`config.mk`:
```
export PLATFORM = sky130hd
export DESIGN_NAME = sy_ppl_exu_iq
export DESIGN_NICKNAME = d
export VERILOG_FILES = /design/src/rtl/sy_pkg.sv /design/src/rtl/sy_ppl_iq_wakeup.sv /design/src/rtl/sy_ppl_exu_iq.sv
export SDC_FILE = /design/constraint.sdc
export NUM_CORES = 1
export LEC_CHECK = 0
export ABC_CLOCK_PERIOD_IN_PS = 6800
export CAP_MARGIN = 10
export CORE_UTILIZATION = 35
export DETAILED_ROUTE_END_ITERATION = 7
export PLACE_DENSITY = 0.6
export SLEW_MARGIN = 20
export SYNTH_ARGS = -nofsm -noshare
export SYNTH_HDL_FRONTEND = slang
export SYNTH_SLANG_ARGS = --single-unit
```
`constraint.sdc`:
```
create_clock -name clk_i -period 6.8 [get_ports clk_i]
set_clock_uncertainty 0.15 [all_clocks]
set_input_delay 2.04 -clock clk_i [delete_from_list [all_inputs] [get_ports clk_i]]
set_output_delay 2.04 -clock clk_i [all_outputs]
set_load 0.01 [all_outputs]
```
`src/rtl/sy_pkg.sv`:
```
// rtl/sy_pkg.sv - shared types and constants for the EXU issue queue slice
package sy_pkg;

    localparam int PHY_REG_WTH  = 6;
    localparam int EXU_IQ_DEPTH = 4;

    // Micro-op as handed from dispatch to the execution unit. The rsN_state
    // bits mean "source operand value is available".
    typedef struct packed {
        logic [7:0]             tag;
        logic [3:0]             op;
        logic [PHY_REG_WTH-1:0] rd_idx;
        logic                   rd_is_fp;
        logic [PHY_REG_WTH-1:0] rs1_idx;
        logic                   rs1_is_fp;
        logic                   rs1_state;
        logic [PHY_REG_WTH-1:0] rs2_idx;
        logic                   rs2_is_fp;
        logic                   rs2_state;
        logic [PHY_REG_WTH-1:0] rs3_idx;
        logic                   rs3_state;
    } exu_packet_t;

    typedef struct packed {
        logic        valid;
        exu_packet_t pkt;
    } exu_iq_entry_t;

    // All writeback update buses bundled, so wakeup comparators take one port.
    typedef struct packed {
        logic                   alu_en;
        logic [PHY_REG_WTH-1:0] alu_idx;
        logic                   csr_en;
        logic [PHY_REG_WTH-1:0] csr_idx;
        logic                   mdu_en;
        logic [PHY_REG_WTH-1:0] mdu_idx;
        logic                   lsu_en;
        logic                   lsu_is_fp;
        logic [PHY_REG_WTH-1:0] lsu_idx;
        logic                   fpu_en;
        logic                   fpu_is_fp;
        logic [PHY_REG_WTH-1:0] fpu_idx;
    } upd_bus_t;

endpackage

```
`src/rtl/sy_ppl_iq_wakeup.sv`:
```
// rtl/sy_ppl_iq_wakeup.sv - operand wakeup match against the writeback buses
// Ports: idx_i/is_fp_i operand physical index and register file,
//        upd_i bundled update buses, match_o operand produced this cycle.
module sy_ppl_iq_wakeup
    import sy_pkg::*;
(
    input  logic [PHY_REG_WTH-1:0] idx_i,
    input  logic                   is_fp_i,
    input  upd_bus_t               upd_i,
    output logic                   match_o
);

    logic int_hit;
    logic mix_hit;

    // ALU/CSR/MDU only ever write the integer file.
    assign int_hit = !is_fp_i &&
                     ((upd_i.alu_en && (idx_i == upd_i.alu_idx)) ||
                      (upd_i.csr_en && (idx_i == upd_i.csr_idx)) ||
                      (upd_i.mdu_en && (idx_i == upd_i.mdu_idx)));

    // LSU/FPU can target either file, so the file flag must agree.
    assign mix_hit = (upd_i.lsu_en && (idx_i == upd_i.lsu_idx) && (is_fp_i == upd_i.lsu_is_fp)) ||
                     (upd_i.fpu_en && (idx_i == upd_i.fpu_idx) && (is_fp_i == upd_i.fpu_is_fp));

    assign match_o = int_hit || mix_hit;

endmodule

```
`src/rtl/sy_ppl_exu_iq.sv`:
```
// rtl/sy_ppl_exu_iq.sv - in-order issue queue between dispatch and an EXU
// Ports: clk_i/rst_i clock and async active-low reset, flush_i discard all;
//        dis_iq__* dispatch handshake in, iq_exu__*/exu_iq__* issue handshake
//        out, *_update_* writeback wakeup buses, iq_cnt_o occupancy.
module sy_ppl_exu_iq
    import sy_pkg::*;
#(
    parameter int DEPTH   = EXU_IQ_DEPTH,
    parameter int PTR_WTH = $clog2(DEPTH)
) (
    input  logic                   clk_i,
    input  logic                   rst_i,
    input  logic                   flush_i,
    input  logic                   dis_iq__vld_i,
    output logic                   iq_dis__rdy_o,
    input  exu_packet_t            dis_iq__packet_i,
    output logic                   iq_exu__vld_o,
    input  logic                   exu_iq__rdy_i,
    output exu_packet_t            iq_exu__packet_o,
    input  logic                   alu_update_en_i,
    input  logic [PHY_REG_WTH-1:0] alu_update_idx_i,
    input  logic                   csr_update_en_i,
    input  logic [PHY_REG_WTH-1:0] csr_update_idx_i,
    input  logic                   mdu_update_en_i,
    input  logic [PHY_REG_WTH-1:0] mdu_update_idx_i,
    input  logic                   lsu_update_en_i,
    input  logic                   lsu_update_is_fp_i,
    input  logic [PHY_REG_WTH-1:0] lsu_update_idx_i,
    input  logic                   fpu_update_en_i,
    input  logic                   fpu_update_is_fp_i,
    input  logic [PHY_REG_WTH-1:0] fpu_update_idx_i,
    output logic [PTR_WTH:0]       iq_cnt_o
);

    localparam logic [PTR_WTH:0] PTR_ONE = 1;

    exu_iq_entry_t    mem [DEPTH];
    logic [PTR_WTH:0] wp;
    logic [PTR_WTH:0] rp;
    upd_bus_t         upd;
    logic [DEPTH-1:0] res_m1;
    logic [DEPTH-1:0] res_m2;
    logic [DEPTH-1:0] res_m3;
    logic             in_m1;
    logic             in_m2;
    logic             in_m3;
    logic             full;
    logic             enq;
    logic             deq;
    exu_iq_entry_t    head;
    exu_packet_t      wr_pkt;

    always_comb begin
        upd           = '0;
        upd.alu_en    = alu_update_en_i;
        upd.alu_idx   = alu_update_idx_i;
        upd.csr_en    = csr_update_en_i;
        upd.csr_idx   = csr_update_idx_i;
        upd.mdu_en    = mdu_update_en_i;
        upd.mdu_idx   = mdu_update_idx_i;
        upd.lsu_en    = lsu_update_en_i;
        upd.lsu_is_fp = lsu_update_is_fp_i;
        upd.lsu_idx   = lsu_update_idx_i;
        upd.fpu_en    = fpu_update_en_i;
        upd.fpu_is_fp = fpu_update_is_fp_i;
        upd.fpu_idx   = fpu_update_idx_i;
    end

    // Wakeup comparators for every resident operand; rs3 is always an FP source.
    for (genvar i = 0; i < DEPTH; i++) begin : g_res
        sy_ppl_iq_wakeup u_wk_rs1 (.idx_i(mem[i].pkt.rs1_idx), .is_fp_i(mem[i].pkt.rs1_is_fp),
                                   .upd_i(upd), .match_o(res_m1[i]));
        sy_ppl_iq_wakeup u_wk_rs2 (.idx_i(mem[i].pkt.rs2_idx), .is_fp_i(mem[i].pkt.rs2_is_fp),
                                   .upd_i(upd), .match_o(res_m2[i]));
        sy_ppl_iq_wakeup u_wk_rs3 (.idx_i(mem[i].pkt.rs3_idx), .is_fp_i(1'b1),
                                   .upd_i(upd), .match_o(res_m3[i]));
    end

    // Incoming packet comparators: a producer writing back in the same cycle
    // the consumer is enqueued would otherwise be missed forever.
    sy_ppl_iq_wakeup u_wk_in1 (.idx_i(dis_iq__packet_i.rs1_idx), .is_fp_i(dis_iq__packet_i.rs1_is_fp),
                               .upd_i(upd), .match_o(in_m1));
    sy_ppl_iq_wakeup u_wk_in2 (.idx_i(dis_iq__packet_i.rs2_idx), .is_fp_i(dis_iq__packet_i.rs2_is_fp),
                               .upd_i(upd), .match_o(in_m2));
    sy_ppl_iq_wakeup u_wk_in3 (.idx_i(dis_iq__packet_i.rs3_idx), .is_fp_i(1'b1),
                               .upd_i(upd), .match_o(in_m3));

    assign full          = (wp[PTR_WTH-1:0] == rp[PTR_WTH-1:0]) && (wp[PTR_WTH] != rp[PTR_WTH]);
    assign iq_dis__rdy_o = !full;
    assign iq_cnt_o      = wp - rp;

    assign head          = mem[rp[PTR_WTH-1:0]];
    // Readiness uses registered state only: no same-cycle wakeup or enqueue bypass.
    assign iq_exu__vld_o = head.valid && head.pkt.rs1_state && head.pkt.rs2_state &&
                           head.pkt.rs3_state && !flush_i;

    assign enq = dis_iq__vld_i && iq_dis__rdy_o && !flush_i;
    assign deq = iq_exu__vld_o && exu_iq__rdy_i;

    always_comb begin
        wr_pkt           = dis_iq__packet_i;
        wr_pkt.rs1_state = dis_iq__packet_i.rs1_state | in_m1;
        wr_pkt.rs2_state = dis_iq__packet_i.rs2_state | in_m2;
        wr_pkt.rs3_state = dis_iq__packet_i.rs3_state | in_m3;
    end

    // State bits read as 1 whenever the head is live; tying them to valid keeps
    // the output all-zero out of reset while storage is zero.
    always_comb begin
        iq_exu__packet_o           = head.pkt;
        iq_exu__packet_o.rs1_state = head.valid;
        iq_exu__packet_o.rs2_state = head.valid;
        iq_exu__packet_o.rs3_state = head.valid;
    end

    always_ff @(posedge clk_i or negedge rst_i) begin
        if (!rst_i) begin
            wp <= '0;
            rp <= '0;
            for (int i = 0; i < DEPTH; i++) begin
                mem[i] <= '0;
            end
        end else if (flush_i) begin
            wp <= '0;
            rp <= '0;
            for (int i = 0; i < DEPTH; i++) begin
                mem[i].valid <= 1'b0;
            end
        end else begin
            for (int i = 0; i < DEPTH; i++) begin
                if (mem[i].valid) begin
                    mem[i].pkt.rs1_state <= mem[i].pkt.rs1_state | res_m1[i];
                    mem[i].pkt.rs2_state <= mem[i].pkt.rs2_state | res_m2[i];
                    mem[i].pkt.rs3_state <= mem[i].pkt.rs3_state | res_m3[i];
                end
            end
            if (deq) begin
                mem[rp[PTR_WTH-1:0]].valid <= 1'b0;
                rp <= rp + PTR_ONE;
            end
            // The write slot is never the dequeue slot: enq requires not-full.
            if (enq) begin
                mem[wp[PTR_WTH-1:0]].valid <= 1'b1;
                mem[wp[PTR_WTH-1:0]].pkt   <= wr_pkt;
                wp <= wp + PTR_ONE;
            end
        end
    end

endmodule

```
==> results of run 1 <==
## sequential cells by signal, summed over array words and instances, names as in the netlist
signal	count
mem	172
wp	3
rp	3
## cell usage in the layout (no fill, tap or decap), drive strengths merged, types with 2 or more instances in the layout
cell type	count
nand2	366
xnor2	216
dfrtp	178
xor2	169
clkdlybuf4s50	129
nand4	69
mux4	41
mux2	39
nor4	28
nor2	27
buf	21
clkbuf	21
or4	16
inv	13
o21ai	11
a21oi	10
ha	10
nand3	9
and2	7
o22a	6
nor3	5
o31ai	5
nor3b	5
nand3b	4
clkinv	4
nor2b	3
a2bb2oi	3
a22oi	3
o211ai	2
o2111ai	2
mux2i	2
bufinv	2
## synth_stat cells (3+ instances only)
cell type / number / share of area
nor2b_1: 3 / 0.0015
nand3_1: 9 / 0.0035
nand4_1: 69 / 0.033
clkbuf_1: 72 / 0.021
o31ai_1: 5 / 0.0029
xnor2_1: 216 / 0.15
nor4_1: 28 / 0.014
inv_1: 7 / 0.0020
buf_4: 13 / 0.0076
a2bb2oi_1: 3 / 0.0020
xor2_1: 169 / 0.11
dfrtp_1: 178 / 0.35
a22oi_1: 3 / 0.0017
nor3_1: 5 / 0.0019
a21oi_1: 10 / 0.0039
mux2_2: 39 / 0.034
or4_1: 16 / 0.0093
nand3b_1: 4 / 0.0023
buf_1: 8 / 0.0023
nor2_1: 26 / 0.0076
o21ai_0: 10 / 0.0039
nand2_1: 366 / 0.11
and2_1: 4 / 0.0019
nor3b_1: 4 / 0.0023
buf_2: 66 / 0.026
ha_1: 10 / 0.0097
o22a_1: 6 / 0.0041
mux4_2: 41 / 0.072
## worst reg2reg max path, cell delays in order, from the launching register on
cell and delay [ns]:
dfrtp_4 1.10, ha_1 0.41, nand2_1 0.08, o21ai_1 0.13
nor2_2 0.28, nand2_1 0.72, buf_4 0.51, a2bb2oi_1 0.18
## power by group
| group | leakage [uW] | switching [uW] | internal, uW |
|---|---|---|---|
| sequential | 0.00227 | 536 | 1350 |
| combinational | 0.00361 | 590 | 782 |
| clock | 0.000298 | 459 | 573 |
| total | 0.00618 | 1590 | 2700 |
## cells by family (layout without fill, tap and decap cells)
logic type | Yosys count | after routing | synth area share
compound gates | 50 | 50 | 0.0273
fa+ha+maj | 11 | 11 | 0.0113
flops | 178 | 178 | 0.346
buf+inv | 167 | 190 | 0.0588
simple gates | 540 | 540 | 0.188
mux | 82 | 82 | 0.107
xor+xnor | 385 | 385 | 0.262
## area by class of cell
| cell class | instances | area (sq um) | area share |
|---|---|---|---|
| sequential | 178 | 4460 | 0.301 |
| timing repair buffer | 150 | 1470 | 0.0989 |
| clock buffer | 21 | 460 | 0.0311 |
| multi-input combinational | 1068 | 7680 | 0.518 |
| tap | 461 | 577 | 0.0389 |
| inverter | 8 | 30.0 | 0.00203 |
| clock inverter | 11 | 143 | 0.00963 |
## layer usage
layer	GRT usage	wire length (um)	vias up
met5	0	9	-
met4	0.0676	910	2
met3	0.0433	3000	66
met2	0.365	19900	396
met1	0.311	19100	5146
li1	-	-	4649
## metrics by stage
step | setup slack, ns | utilization | power (uW) | area, sq um | instances
6_report | 1.48 | 0.413 | 4290 | 14800 | 1897
5_1_grt | 1.45 | 0.413 | 4510 | 14800 | 1897
4_1_cts | 1.47 | 0.412 | 4300 | 14800 | 1896
3_5_place_dp | 1.48 | 0.395 | 3250 | 14200 | 1864
3_3_place_gp | 1.49 | 0.395 | 3200 | 14200 | 1864
2_1_floorplan | 1.84 | - | 2720 | 12900 | 1413
## final timing paths
check,start,endpoint,slack (ns),depth (start not counted)
min in group asynchronous,rst_i,mem[148],1.46,1
worst max register to register,rp[0],mem[101],3.10,7
worst max-delay path,flush_i,iq_exu__vld_o,1.48,3
max in group asynchronous,rst_i,mem[14],3.82,2
worst min register to register,mem[156],mem[156],0.32,2
worst min-delay path,mem[156],mem[156],0.32,2
==> impl_metrics.yaml, run 1 <==
run_status:
  status: "completed"
critical_path:
  cp.buffers_inverters: 2
  critPathSlowestCell: "clkdlybuf4s50_1"
  critPathKind: "input port to primary output"
  arrival_ns: 3.13
  cpMostUsedCell: "clkdlybuf4s50_1"
  startpoint_type: "input port"
  worstSetupEndpointType: "primary output"
  required_ns: 4.61
  cpPeakStageDelay_ns: 0.55
  crit_fanout: 2
  path_cells: "clkdlybuf4s50_1, nor2_1, clkdlybuf4s50_1"
  path_delay_family: "buffers and inverters"
cts:
  clk_path_buf_depth: 2
  clkTransAtPathRegs_ns: 0.08
  clk_latency_ns: 0.44
  cts_hold_buf: 0
  cts_tree: "done"
  cts-resized-gates: 0
  post-cts-setup-buffer-count: 0
  cts_sinks: 178
  cts_made_buffers: 17
  cts_root_buf: "clkbuf_16"
  htree_levels: 4
logic_synthesis:
  netlist_area_sq_um: 12900
  synth_ff_type: "dfrtp_1"
  yosys.cell_types.count: 47
  syn_area_per_cell_sq_um: 9.12
  ys_ff_latch: 178
  ys_seq_area_frac: 0.346
  syn_nets: 1508
  synthArstFlopShare: 1.00
  synth_edf_count: 0
  synth_cells: 1413
  yosys_warnings: 0
detailed_routing:
  vias: 10300
  routed_via_density: 5.41
  post-route-drc-count: 0
  routed_wl_um: 42900
  first_iter_violations: 764
  drtAntennaViolNets: 0
  wire_per_inst_um: 22.6
  firstDrtPassIters: 5
timing:
  tns_ns: 0
  max_freq_mhz: 188
  maxSlewHeadroom: 0.247
  fin_crit_sh: 0.782
  finalSetupViolations: 0
  rsz0062_at_grt: "no"
  finalHoldViolCount: 0
  holdWs_ns: 0.323
  drv_slew: 0
  fin_crit_ns: 5.32
  worst_pin_slew_ns: 1.13
floorplanning:
  rows: 69
  fp.dieH_um: 194
  die-area_sq_um: 37600
  die_x_um: 194
  start_util: 0.359
  core_area_sq_um: 35900
  pin_count: 131
grt:
  antenna_found_initial: 1
  grt_pass1_vias: 10300
  grt_overflow_total: 0
  grt_usage: 0.228
  grt_pass1_wl_um: 64800
  grt_max_degree: 72
cells_and_area:
  area_delta_synth_final_pct: 15.0
  drive_above_1_share: 0.101
  filler_cell_count: 3528
  fin_nets: 1518
  antenna_cells: 0
place:
  dp_hpwl_um: 28700
  place.gp.congestion: 0.933
  io_buffers: 130
worst_hold_path:
  min_path_type: "flip-flop to flip-flop"
pwr:
  leakagePower_uw: 0.00618
  ir_worst_vdd_mv: 0.214
  power.density_nw_per_um2: 289
job:
  maxCapViolCount: 0
Power figures use the tool's default switching activity.
==> run 2: changes to the inputs <==
--- a/config.mk
+++ b/config.mk
@@ -5,7 +5,7 @@
 export SDC_FILE = /design/constraint.sdc
 export NUM_CORES = 1
 export LEC_CHECK = 0
-export ABC_CLOCK_PERIOD_IN_PS = 6800
+export ABC_CLOCK_PERIOD_IN_PS = 5500
 export CAP_MARGIN = 10
 export CORE_UTILIZATION = 35
 export DETAILED_ROUTE_END_ITERATION = 7
==> constraint.sdc (replaced) <==
create_clock -name clk_i -period 5.5 [get_ports clk_i]
set_clock_uncertainty 0.15 [all_clocks]
set_input_delay 1.65 -clock clk_i [delete_from_list [all_inputs] [get_ports clk_i]]
set_output_delay 1.65 -clock clk_i [all_outputs]
set_load 0.01 [all_outputs]
==> run 2 against run 1 <==
Compared with the run above: setup slack got worse by 0.67 ns; via count increased by 0.96%; cell area increased by 0.90%; register-to-register slack got worse by 0.94 ns; first-iteration DRC count increased by 3.5%; global-route usage increased by 0.29 points; largest cell class unchanged; largest power group unchanged.
==> impl_metrics.yaml, run 2 (synthesized netlist as in run 1, its figures left out) <==
run_status:
  status: "completed"
worst_hold_path:
  min_to: "mem[28]"
  hold_depth: 2
  min_path_type: "flip-flop to flip-flop"
  hp-start: "mem[28]"
timing:
  drv_slew: 0
  tns_ns: 0
  fin_crit_sh: 0.853
  fin_crit_ns: 4.69
  setup_ws_ns: 0.810
  finalHoldViolCount: 0
  rsz0062_at_grt: "no"
  worst_pin_slew_ns: 1.05
  max_freq_mhz: 213
  finalSetupViolations: 0
  maxSlewHeadroom: 0.301
pwr:
  power.share.clock: 0.242
  leakagePower_uw: 0.00626
  power.density_nw_per_um2: 354
  switching_share: 0.370
  power_frac_comb: 0.322
  seqPwrFrac: 0.436
  p_sw_uw: 1960
  intPower_uw: 3330
  ir_worst_vdd_mv: 0.206
grt:
  grt_overflow_total: 0
  grt_pass1_wl_um: 65800
  antenna_found_initial: 0
  grt_pass1_vias: 10600
  grt_max_degree: 99
  grt_usage: 0.231
floorplanning:
  fp.dieH_um: 194
  rows: 69
  die_x_um: 194
  die-area_sq_um: 37600
  core_area_sq_um: 35900
  start_util: 0.359
  pin_count: 131
cts:
  cts-resized-gates: 0
  post-cts-setup-buffer-count: 0
  cts_root_buf: "clkbuf_16"
  cts_sinks: 178
  clk_latency_ns: 0.44
  clk_path_buf_depth: 2
  cts_hold_buf: 0
  cts_made_buffers: 17
  cts_tree: "done"
  clkTransAtPathRegs_ns: 0.07
  htree_levels: 4
cells_and_area:
  antenna_cells: 0
  max_flop_register: "mem"
  fin_nets: 1534
  drive_above_1_share: 0.112
  largestRegisters: "mem x172, rp x3, wp x3"
  layout_common_cells: "nand2_1, xnor2_1, dfrtp_1, xor2_1, clkdlybuf4s50_1"
  area_delta_synth_final_pct: 16.0
  largest_register_ffs: 172
  filler_cell_count: 3483
  final_common_cell: "nand2_1"
  final_cells: 1913
detailed_routing:
  wire_per_inst_um: 22.4
  routed_via_density: 5.41
  post-route-drc-count: 0
  vias: 10400
  first_iter_violations: 791
  drtAntennaViolNets: 0
  firstDrtPassIters: 7
  routed_wl_um: 42800
place:
  place.gp.congestion: 0.949
  io_buffers: 130
  numPlacedInstances: 1881
  dpl_worst_slack_ns: 0.979
  dp_hpwl_um: 28600
critical_path:
  required_ns: 3.70
  rr_startpoint: "rp[0]"
  arrival_ns: 2.89
  startpoint_type: "flip-flop"
  critPathKind: "flip-flop to primary output"
  reg2reg_slack_ns: 2.16
  worstReg2RegEnd: "mem[101]"
  crit_fanout: 35
  worstSetupEndpointType: "primary output"
  r2r_cells: 7
job:
  maxCapViolCount: 0
[run 2: layout make-up]
cell class | count | area, sq um | share of cell area
clock buffer | 18 | 429 | 0.0287
clock inverter | 14 | 188 | 0.0126
inverter | 8 | 30.0 | 0.00201
multi-input combinational | 1068 | 7680 | 0.514
sequential | 178 | 4460 | 0.298
tap | 461 | 577 | 0.0386
timing repair buffer | 166 | 1590 | 0.106
[run 2: power by group through the flow]
stage	combinational, uW	clock, uW	sequential, uW
2_1_floorplan	1520	0	1850
3_3_place_gp	1660	0	2300
3_5_place_dp	1700	0	2310
4_1_cts	1710	1300	2290
5_1_grt	1890	1360	2350
6_report	1710	1280	2300
[run 2: worst max-delay path, cell delays in order (launching register included)]
cell             delay (ns)
dfrtp_4                0.97
buf_4                  0.40
mux4_2                 0.57
clkdlybuf4s50_1        0.50
[run 2: through the flow]
stage	hold WS, ns	utilization	power [uW]	area (sq um)
2_1_floorplan	0.290	-	3370	12900
3_3_place_gp	0.302	0.399	3960	14300
3_5_place_dp	0.307	0.399	4020	14300
4_1_cts	0.327	0.416	5310	15000
5_1_grt	0.347	0.416	5600	15000
6_report	0.321	0.416	5290	15000
[run 2: how the worst max path moves through the flow]
stage	cells after the start	startpoint	endpoint
2_1_floorplan	3	flush_i	iq_exu__vld_o
3_3_place_gp	3	flush_i	iq_exu__vld_o
3_5_place_dp	3	flush_i	iq_exu__vld_o
4_1_cts	3	rp[0]	iq_exu__packet_o[37]
5_1_grt	3	rp[0]	iq_exu__packet_o[36]
6_report	3	rp[0]	iq_exu__packet_o[37]
[run 2: metal layers]
layer	GRT usage	vias up	wire length, um
met1	0.311	5180	19000
met4	0.0794	0	1210
met3	0.0428	81	2970
li1	-	4679	-
met2	0.371	417	19700
met5	0	-	0
==> run 3: changes to the inputs <==
--- a/config.mk
+++ b/config.mk
@@ -9,7 +9,7 @@
 export CAP_MARGIN = 10
 export CORE_UTILIZATION = 35
 export DETAILED_ROUTE_END_ITERATION = 7
-export PLACE_DENSITY = 0.6
+export PLACE_DENSITY = 0.64
 export SLEW_MARGIN = 20
 export SYNTH_ARGS = -nofsm -noshare
 export SYNTH_HDL_FRONTEND = slang
==> run 3 against run 2 <==
Compared with the run above: count of clock-buffer cells in the layout unchanged; non-clock buffer count increased by 2; first-iteration DRC count increased by 13%; largest cell class unchanged; highest routed layer is now met5.
==> impl_metrics.yaml, run 3 (synthesized netlist as in run 1, its figures left out) <==
floorplanning:
  die_x_um: 194
  fp.dieH_um: 194
  rows: 69
  core_area_sq_um: 35900
  start_util: 0.359
  die-area_sq_um: 37600
  pin_count: 131
timing:
  tns_ns: 0
  fin_crit_ns: 4.70
  finalHoldViolCount: 0
  worst_pin_slew_ns: 1.03
  holdWs_ns: 0.327
  rsz0062_at_grt: "no"
  fin_crit_sh: 0.854
  finalSetupViolations: 0
  drv_slew: 0
  maxSlewHeadroom: 0.314
  max_freq_mhz: 213
grt:
  grt_usage: 0.227
  antenna_found_initial: 5
  grt_pass1_wl_um: 64700
  grt_pass1_vias: 10400
  grt_util_met3: 0.0370
  grt_max_degree: 97
  top_usage_layer: "met2"
  gr-usage-met1: 0.310
  grt_util_met2: 0.368
  grt_overflow_total: 0
cells_and_area:
  final_cells: 1917
  fin_nets: 1536
  area_delta_synth_final_pct: 16.2
  max_flop_register: "mem"
  largest_register_ffs: 172
  layout_common_cells: "nand2_1, xnor2_1, dfrtp_1, xor2_1, clkdlybuf4s50_1"
  drive_above_1_share: 0.113
  final_common_cell: "nand2_1"
  largestRegisters: "mem x172, rp x3, wp x3"
cts:
  clk_path_buf_depth: 2
  cts_hold_buf: 0
  cts_sinks: 178
  clk_latency_ns: 0.44
  clkTransAtPathRegs_ns: 0.07
  post-cts-setup-buffer-count: 0
  cts-resized-gates: 0
  cts_made_buffers: 17
  cts_root_buf: "clkbuf_16"
  htree_levels: 4
  cts_tree: "done"
detailed_routing:
  routed_wl_um: 42500
  drtAntennaViolNets: 0
  wire_per_inst_um: 22.2
  firstDrtPassIters: 5
  routed_via_density: 5.41
  vias: 10400
  post-route-drc-count: 0
  first_iter_violations: 891
place:
  numPlacedInstances: 1883
  io_buffers: 130
  dp_hpwl_um: 29100
  place.gp.congestion: 0.937
critical_path:
  critPathKind: "flip-flop to primary output"
  startpoint_type: "flip-flop"
  required_ns: 3.70
  arrival_ns: 2.90
  crit_fanout: 46
  reg2reg_slack_ns: 1.90
  worstSetupEndpointType: "primary output"
pwr:
  power.density_nw_per_um2: 353
  leakagePower_uw: 0.00627
  ir_worst_vdd_mv: 0.214
job:
  maxCapViolCount: 0
run_status:
  status: "completed"
worst_hold_path:
  min_path_type: "flip-flop to flip-flop"
## run 3: area by class of cell
type                       count  area, sq um
antenna                        2         5.00
clock buffer                  18          439
clock inverter                14          185
fill                        3491        20900
inverter                       8         30.0
multi-input combinational   1068         7680
sequential                   178         4460
tap                          461          577
timing repair buffer         168         1600
## run 3: stage by stage
stage	instance area [sq um]	power [uW]	util	worst slack, ns
final	15000	5280	0.417	0.802
after global routing	15000	5570	0.417	0.643
after CTS	15000	5300	0.417	0.742
after detailed placement	14300	4020	0.400	0.943
after global placement	14300	3960	0.400	0.920
after floorplan	12900	3370	-	1.32
## run 3: final timing paths
kind,startpoint,depth (start not counted),endpoint
worst max-delay path,rp[0],4,iq_cnt_o[1]
worst min-delay path,mem[112],2,mem[112]
worst max register to register,rp[0],7,mem[69]
worst min register to register,mem[112],2,mem[112]
max in group asynchronous,rst_i,2,mem[56]
min in group asynchronous,rst_i,1,mem[126]
## run 3: worst max-delay path, stage by stage (launching register included)
cell	delay, ns
dfrtp_4	1.12
ha_1	0.32
fa_1	0.43
inv_1	0.07
clkdlybuf4s50_1	0.52
## run 3: layer usage
layer	wire [um]	up-vias
met5	36	-
met4	940	6
met3	3150	72
met2	19900	426
met1	18500	5180
li1	-	4684
## run 3: power by group
| group | leakage [uW] | internal [uW] | switching [uW] |
|---|---|---|---|
| Sequential | 0.00227 | 1660 | 641 |
| Clock | 0.000302 | 669 | 599 |
| Combinational | 0.00370 | 975 | 736 |
| Total | 0.00627 | 3310 | 1980 |
